==> src/rtl/rv_multicycle_sequencer_if.sv <==
// rv_multicycle_sequencer_if
//   Bundles the sequencer's control inputs and its strobes/status outputs.
//   slave  : the sequencer (consumes run/decoder/memory-ready, drives strobes)
//   master : the surrounding datapath / memory system
//   Signals:
//     run, opcode[6:0], we_mem_dec, we_reg_dec, imem_ready, dmem_ready  (to sequencer)
//     imem_req, ir_load, dmem_req, dmem_we, rf_we, pc_en, busy, trap,
//     trap_cause[1:0]                                                  (from sequencer)
interface rv_multicycle_sequencer_if;
  logic       run;
  logic [6:0] opcode;
  logic       we_mem_dec;
  logic       we_reg_dec;
  logic       imem_ready;
  logic       dmem_ready;
  logic       imem_req;
  logic       ir_load;
  logic       dmem_req;
  logic       dmem_we;
  logic       rf_we;
  logic       pc_en;
  logic       busy;
  logic       trap;
  logic [1:0] trap_cause;

  modport slave (
    input  run, opcode, we_mem_dec, we_reg_dec, imem_ready, dmem_ready,
    output imem_req, ir_load, dmem_req, dmem_we, rf_we, pc_en, busy, trap, trap_cause
  );

  modport master (
    output run, opcode, we_mem_dec, we_reg_dec, imem_ready, dmem_ready,
    input  imem_req, ir_load, dmem_req, dmem_we, rf_we, pc_en, busy, trap, trap_cause
  );
endinterface

==> src/rtl/rv_multicycle_sequencer.sv <==
// rv_multicycle_sequencer
//   Multi-cycle FETCH/DECODE/EXEC/MEM/WB sequencer for the single-issue RISC-V
//   datapath. Gates decoder write enables so the register file and data memory
//   are written at most once per instruction; traps on illegal opcodes and on
//   instruction/data memory timeouts (trap is sticky until rst).
//   Ports:
//     clk  : rising-edge clock
//     rst  : synchronous active-high reset
//     bus  : rv_multicycle_sequencer_if.slave (run, decoder, memory handshakes,
//            strobes, busy/trap status)
//     retired_cnt/stall_cnt : 32-bit performance counters, present only when
//            the macro SEQ_PERF_CNT_EN is defined
//   Parameters:
//     MEM_TIMEOUT  : wait cycles tolerated on imem_ready/dmem_ready before trap
//     RESET_HALTED : 1 = after reset, stay in IDLE until run is seen low then high
module rv_multicycle_sequencer #(
  parameter int MEM_TIMEOUT  = 16,
  parameter bit RESET_HALTED = 1'b0
) (
  input  logic clk,
  input  logic rst,
  rv_multicycle_sequencer_if.slave bus
`ifdef SEQ_PERF_CNT_EN
  ,
  output logic [31:0] retired_cnt,
  output logic [31:0] stall_cnt
`endif
);

  localparam int              CNT_W    = $clog2(MEM_TIMEOUT + 1);
  localparam logic [CNT_W-1:0] CNT_LAST = CNT_W'(MEM_TIMEOUT - 1);

  localparam logic [6:0] OP_R     = 7'b0110011;
  localparam logic [6:0] OP_I     = 7'b0010011;
  localparam logic [6:0] OP_LOAD  = 7'b0000011;
  localparam logic [6:0] OP_STORE = 7'b0100011;
  localparam logic [6:0] OP_LUI   = 7'b0110111;

  typedef enum logic [2:0] {
    S_IDLE, S_FETCH, S_DECODE, S_EXEC, S_MEM, S_WB, S_TRAP
  } state_t;

  function automatic logic is_legal(input logic [6:0] op);
    case (op)
      OP_R, OP_I, OP_LOAD, OP_STORE, OP_LUI: is_legal = 1'b1;
      default:                               is_legal = 1'b0;
    endcase
  endfunction

  function automatic logic is_mem(input logic [6:0] op);
    is_mem = (op == OP_LOAD) || (op == OP_STORE);
  endfunction

  state_t           state, state_nxt;
  logic [CNT_W-1:0] cnt, cnt_nxt;
  logic [1:0]       cause_nxt;
  logic             armed;
  logic             go;

  logic             imem_req_p1, dmem_req_p1, dmem_we_p1;
  logic             rf_we_p1, pc_wb_p1, busy_p1, trap_p1;
  logic [1:0]       cause_p1;
  logic             store_done;
  logic             ir_load_c;
  logic             pc_en_c;

  // With RESET_HALTED the sequencer needs a fresh run assertion after reset.
  assign go = bus.run && (!RESET_HALTED || armed);

  always_ff @(posedge clk) begin
    if (rst) begin
      armed <= 1'b0;
    end else if (state == S_IDLE && !bus.run) begin
      armed <= 1'b1;
    end
  end

  // ---- stage p0: next-state decode ----
  always_comb begin
    state_nxt = state;
    cnt_nxt   = '0;
    cause_nxt = cause_p1;
    unique case (state)
      S_IDLE: begin
        if (go) state_nxt = S_FETCH;
      end
      S_FETCH: begin
        // A ready in the final allowed wait cycle still counts as success.
        if (bus.imem_ready) begin
          state_nxt = S_DECODE;
        end else if (cnt == CNT_LAST) begin
          state_nxt = S_TRAP;
          cause_nxt = 2'b10;
        end else begin
          cnt_nxt = cnt + CNT_W'(1);
        end
      end
      S_DECODE: begin
        if (is_legal(bus.opcode)) begin
          state_nxt = S_EXEC;
        end else begin
          state_nxt = S_TRAP;
          cause_nxt = 2'b01;
        end
      end
      S_EXEC: begin
        state_nxt = is_mem(bus.opcode) ? S_MEM : S_WB;
      end
      S_MEM: begin
        if (bus.dmem_ready) begin
          if (bus.opcode == OP_LOAD) state_nxt = S_WB;
          else                       state_nxt = bus.run ? S_FETCH : S_IDLE;
        end else if (cnt == CNT_LAST) begin
          state_nxt = S_TRAP;
          cause_nxt = 2'b11;
        end else begin
          cnt_nxt = cnt + CNT_W'(1);
        end
      end
      S_WB: begin
        state_nxt = bus.run ? S_FETCH : S_IDLE;
      end
      S_TRAP: begin
        state_nxt = S_TRAP;
      end
      default: begin
        state_nxt = S_IDLE;
      end
    endcase
  end

  // ---- stage p1: state and Moore outputs registered from next state ----
  always_ff @(posedge clk) begin
    if (rst) begin
      state       <= S_IDLE;
      cnt         <= '0;
      cause_p1    <= 2'b00;
      imem_req_p1 <= 1'b0;
      dmem_req_p1 <= 1'b0;
      dmem_we_p1  <= 1'b0;
      rf_we_p1    <= 1'b0;
      pc_wb_p1    <= 1'b0;
      busy_p1     <= 1'b0;
      trap_p1     <= 1'b0;
    end else begin
      state       <= state_nxt;
      cnt         <= cnt_nxt;
      cause_p1    <= cause_nxt;
      imem_req_p1 <= (state_nxt == S_FETCH);
      dmem_req_p1 <= (state_nxt == S_MEM);
      dmem_we_p1  <= (state_nxt == S_MEM) && bus.we_mem_dec;
      rf_we_p1    <= (state_nxt == S_WB) && bus.we_reg_dec;
      pc_wb_p1    <= (state_nxt == S_WB);
      busy_p1     <= (state_nxt != S_IDLE) && (state_nxt != S_TRAP);
      trap_p1     <= (state_nxt == S_TRAP);
    end
  end

  // Handshake-completion strobes must land in the ready cycle itself.
  assign ir_load_c  = (state == S_FETCH) && bus.imem_ready;
  assign store_done = (state == S_MEM) && bus.dmem_ready && (bus.opcode == OP_STORE);
  assign pc_en_c    = pc_wb_p1 || store_done;

  assign bus.imem_req   = imem_req_p1;
  assign bus.ir_load    = ir_load_c;
  assign bus.dmem_req   = dmem_req_p1;
  assign bus.dmem_we    = dmem_we_p1;
  assign bus.rf_we      = rf_we_p1;
  assign bus.pc_en      = pc_en_c;
  assign bus.busy       = busy_p1;
  assign bus.trap       = trap_p1;
  assign bus.trap_cause = cause_p1;

`ifdef SEQ_PERF_CNT_EN
  // Both counters stop naturally in TRAP: no pc_en and no FETCH/MEM cycles there.
  always_ff @(posedge clk) begin
    if (rst) begin
      retired_cnt <= '0;
      stall_cnt   <= '0;
    end else begin
      if (pc_en_c) retired_cnt <= retired_cnt + 32'd1;
      if ((state == S_FETCH && !bus.imem_ready) || (state == S_MEM && !bus.dmem_ready))
        stall_cnt <= stall_cnt + 32'd1;
    end
  end
`endif

endmodule
==> src/flat_wrapper.sv <==
// flat-port wrapper written by rule: the top's interface ports become plain ports
module rv_multicycle_sequencer_flat 
#(
  parameter int MEM_TIMEOUT  = 16,
  parameter bit RESET_HALTED = 1'b0
)
  (clk, rst, bus_run, bus_opcode, bus_we_mem_dec, bus_we_reg_dec, bus_imem_ready, bus_dmem_ready, bus_imem_req, bus_ir_load, bus_dmem_req, bus_dmem_we, bus_rf_we, bus_pc_en, bus_busy, bus_trap, bus_trap_cause);
  rv_multicycle_sequencer_if bus_i ();
  input  logic clk;
  input  logic rst;
  input wire logic [$bits(bus_i.run)-1:0] bus_run;
  input wire logic [$bits(bus_i.opcode)-1:0] bus_opcode;
  input wire logic [$bits(bus_i.we_mem_dec)-1:0] bus_we_mem_dec;
  input wire logic [$bits(bus_i.we_reg_dec)-1:0] bus_we_reg_dec;
  input wire logic [$bits(bus_i.imem_ready)-1:0] bus_imem_ready;
  input wire logic [$bits(bus_i.dmem_ready)-1:0] bus_dmem_ready;
  output wire logic [$bits(bus_i.imem_req)-1:0] bus_imem_req;
  output wire logic [$bits(bus_i.ir_load)-1:0] bus_ir_load;
  output wire logic [$bits(bus_i.dmem_req)-1:0] bus_dmem_req;
  output wire logic [$bits(bus_i.dmem_we)-1:0] bus_dmem_we;
  output wire logic [$bits(bus_i.rf_we)-1:0] bus_rf_we;
  output wire logic [$bits(bus_i.pc_en)-1:0] bus_pc_en;
  output wire logic [$bits(bus_i.busy)-1:0] bus_busy;
  output wire logic [$bits(bus_i.trap)-1:0] bus_trap;
  output wire logic [$bits(bus_i.trap_cause)-1:0] bus_trap_cause;
  assign bus_i.run = bus_run;
  assign bus_i.opcode = bus_opcode;
  assign bus_i.we_mem_dec = bus_we_mem_dec;
  assign bus_i.we_reg_dec = bus_we_reg_dec;
  assign bus_i.imem_ready = bus_imem_ready;
  assign bus_i.dmem_ready = bus_dmem_ready;
  assign bus_imem_req = bus_i.imem_req;
  assign bus_ir_load = bus_i.ir_load;
  assign bus_dmem_req = bus_i.dmem_req;
  assign bus_dmem_we = bus_i.dmem_we;
  assign bus_rf_we = bus_i.rf_we;
  assign bus_pc_en = bus_i.pc_en;
  assign bus_busy = bus_i.busy;
  assign bus_trap = bus_i.trap;
  assign bus_trap_cause = bus_i.trap_cause;
  rv_multicycle_sequencer #(.MEM_TIMEOUT(MEM_TIMEOUT), .RESET_HALTED(RESET_HALTED)) u_core (.clk(clk), .rst(rst), .bus(bus_i));
endmodule
==> config.mk <==
export PLATFORM = sky130hd
export DESIGN_NAME = rv_multicycle_sequencer_flat
export DESIGN_NICKNAME = d
export VERILOG_FILES = /design/src/rtl/rv_multicycle_sequencer_if.sv /design/src/rtl/rv_multicycle_sequencer.sv /design/src/flat_wrapper.sv
export SDC_FILE = /design/constraint.sdc
export NUM_CORES = 1
export LEC_CHECK = 0
export BUFFER_PORTS_ARGS = -buffer_cell sky130_fd_sc_hd__buf_2
export CORE_MARGIN = 3
export CORE_UTILIZATION = 44
export CTS_CLUSTER_SIZE = 30
export DETAILED_ROUTE_END_ITERATION = 12
export GPL_TIMING_DRIVEN = 0
export PLACE_DENSITY = 0.73
export SLEW_MARGIN = 15
export SYNTH_ARGS = -nofsm -noshare
export SYNTH_HDL_FRONTEND = slang
export SYNTH_SLANG_ARGS = --single-unit
==> constraint.sdc <==
create_clock -name clk -period 2.2 [get_ports clk]
set_input_delay 0.44 -clock clk [delete_from_list [all_inputs] [get_ports clk]]
set_output_delay 0.44 -clock clk [all_outputs]
set_load 0.05 [all_outputs]
==> results.ini <==
[synth]
synthArstFlopShare_pct = 0
ys_seq_area_share_pct = 43.31
syn-cell-area_um2 = 785.8
synthSimpleGateAreaFrac_pct = 34.08
yosysWarnings = 0
synth_most_common_cell = dfxtp_1
yosysTopAreaCell = dfxtp_1
syn_nets = 99
synth-compound-area-share_pct = 13.22
synth_common_cells = 17 x dfxtp_1, 10 x nor2_1, 8 x nor3_1
synth_cells = 84
yosys-top-cells-area = dfxtp_1 43%, nor3_1 5.1%, nor2_1 4.8%, nand4bb_1 2.9%, nor3b_1 2.9%
syn_avg_cell_area_um2 = 9.354
yosys_register_bits = 17
synth_xor_area_share_pct = 3.344
synth_top_area_share_pct = 43.31
synth-main-ff-cell = dfxtp_1
muxShareOfSynthArea_pct = 0
yosysUniqueCellTypes = 36
synth_top_family_by_area = simple AND/OR/NAND/NOR gates
synth_adder_area_share_pct = 1.592
synth_edf_count = 0

[timing]
slew_viol_final = 0
worst_slack_ns = 0.1495
fmax_mhz = 487.7
relSlewSlack_pct = 71.73
rsz0062_at_grt = no
hold_viol = 0
setup_viol = 0
whs_ns = 0.3920
fin_crit_ns = 2.051
worst-slew-pin-transition_ns = 0.4240
clock_skew_ns = 0.005810
min_period_over_period_pct = 93.21

[worst_setup_path]
cp.arrival_ns = 2.28
r2r-end = u_core.bus.rf_we
setup.worst_path.start_class = flop
path_class = reg -> reg
reg2reg_from = u_core.cnt[0]
r2r_slack_ns = 0.15
critPathRequiredTime_ns = 2.43
rr_worst_depth = 7
crit_path_end_kind = flop
cp-endpoint = u_core.bus.rf_we
path_max_fanout = 6
cp-startpoint = u_core.cnt[0]

[cts]
postCtsResizedCells = 0
clkLatencyLatePin_ns = 0.29
clk_path_buf_depth = 2
cts_buffers = 3
post_cts_buffers = 1
tritoncts = built
htreeDepth = 1
cts_hold_buf = 0
cts-root-buf = clkbuf_4
clk_transition_reported_paths_ns = 0.11
cts_sinks = 17

[placed_design]
dp_hpwl_um = 1268
place_congestion = 0.7818
dpl_worst_slack_ns = -0.08310
io_buffers = 23
post-place-cells = 131

[power_and_ir_drop]
leakagePower_nw = 0.4102
peakVddDrop_mv = 0.5273
power_uw = 638.7
power_density_nw_per_um2 = 655.3

[detailed_routing]
drt_iter0_drc = 12
ant_nets = 0
wl_per_cell_um = 12.07
vias = 716
drt-total-wl_um = 1641
drc = 0
drtPass1Iterations = 4
viasPerCell = 5.265

[global_route]
grt_max_degree = 12
grtUsageTotal_pct = 16.47
grt_pass1_vias = 680
grt_pass1_wl_um = 2649
grt-ovfl-total = 0
antenna_found_initial = 0

[status]
status = finished, final reports clean

[floorplanning]
core_um2 = 1594
die_x_um = 48.26
pin_count = 24
dieArea_um2 = 2329
die_y_um = 48.26
start_util_pct = 49.29
rows = 14

[cells_and_area]
seqCellArea_um2 = 340.3
n_antenna_cell = 0
syn_to_final_growth_pct = 24.04
multi_input_area_um2 = 416.7
fin_cells = 136
nFillCells = 160
nets = 128
post-route-util_pct = 61.15
drive_gt1_share_pct = 33.04

[job]
maxCapViolCount = 0

[worst_hold_path]
min_path_type = in -> reg

report_power, final:
part / switching, mW / leakage (nW) / internal (mW) / total [mW]
Combinational: 0.0862 / 0.258 / 0.0485 / 0.135
Sequential: 0.00961 / 0.138 / 0.322 / 0.332
Clock: 0.103 / 0.0139 / 0.0691 / 0.172
cells in the final DEF, fill, tap and decap left out, types with 2 or more instances in the layout:
cell type   n
and3_1      3
nor3_1      8
nor2_1     10
or3b_1      2
nand3_1     2
nand4bb_1   2
xnor2_1     2
dfxtp_1    17
and4_1      2
clkbuf_1    2
inv_1       3
a21oi_1     3
clkbuf_4    3
nor3b_1     3
buf_2      24
o21ai_0     2
cells by family after synthesis:
logic type / Yosys count
adder cells (fa/ha/maj): 1
flip-flops: 17
XOR/XNOR: 3
AND/OR/NAND/NOR: 42
buffers and inverters: 7
AO/OA/AOI/OAI: 14
how the worst min path moves through the flow:
stage | start | endpoint | slack (ns) | cells past startpoint
after floorplan | u_core.cnt[0] | u_core.cnt[0] | 0.43 | 1
after CTS | bus_we_reg_dec | u_core.bus.rf_we | 0.39 | 2
final | bus_we_reg_dec | u_core.bus.rf_we | 0.39 | 2
after global placement | u_core.cnt[0] | u_core.cnt[0] | 0.45 | 1
after global routing | bus_we_reg_dec | u_core.bus.rf_we | 0.40 | 2
after detailed placement | u_core.cnt[0] | u_core.cnt[0] | 0.46 | 1
registers in the layout (all words and copies together), names as in the netlist:
register / count
u_core.cnt: 5
u_core.bus.imem_req: 1
u_core.bus.rf_we: 1
u_core.state: 3
u_core.bus.dmem_we: 1
u_core.bus.trap: 1
u_core.bus.dmem_req: 1
u_core.bus.trap_cause: 2
u_core.pc_wb_p1: 1
u_core.bus.busy: 1
worst max-delay path, stage by stage (launching register included):
cell and delay (ns):
dfxtp_1 0.37, ha_1 0.22, and4b_4 0.24, buf_6 0.12, a211oi_1 0.08, a211o_1 0.37, or3b_1 0.42, nor3b_2 0.16
through the flow:
stage / instance area [um^2] / TNS, ns
6_report: 974.7 / 0
5_1_grt: 974.7 / 0
4_1_cts: 974.7 / 0
3_5_place_dp: 937.1 / -0.1310
3_3_place_gp: 937.1 / -0.03828
2_1_floorplan: 792.0 / 0
area by class of cell:
| class | count | share of cell area, % |
|---|---|---|
| multi-input cells | 60 | 42.75 |
| flip-flops and latches | 17 | 34.92 |
| repair buffers | 24 | 12.58 |
| well taps | 24 | 3.081 |
| plain buffers | 4 | 2.439 |
| clock buffers | 3 | 2.311 |
| inverters | 3 | 1.155 |
| clock inverters | 1 | 0.7702 |
per-layer routing:
| metal | GRT usage, % | up-vias | routed length (um) |
|---|---|---|---|
| met5 | 0 | - | 0 |
| met4 | 6.989 | 0 | 16 |
| met2 | 28.65 | 19 | 780 |
| met1 | 18.04 | 327 | 774 |
| met3 | 5.535 | 2 | 70 |
| li1 | - | 368 | - |
Note: power is estimated with default switching activity, not from simulation.
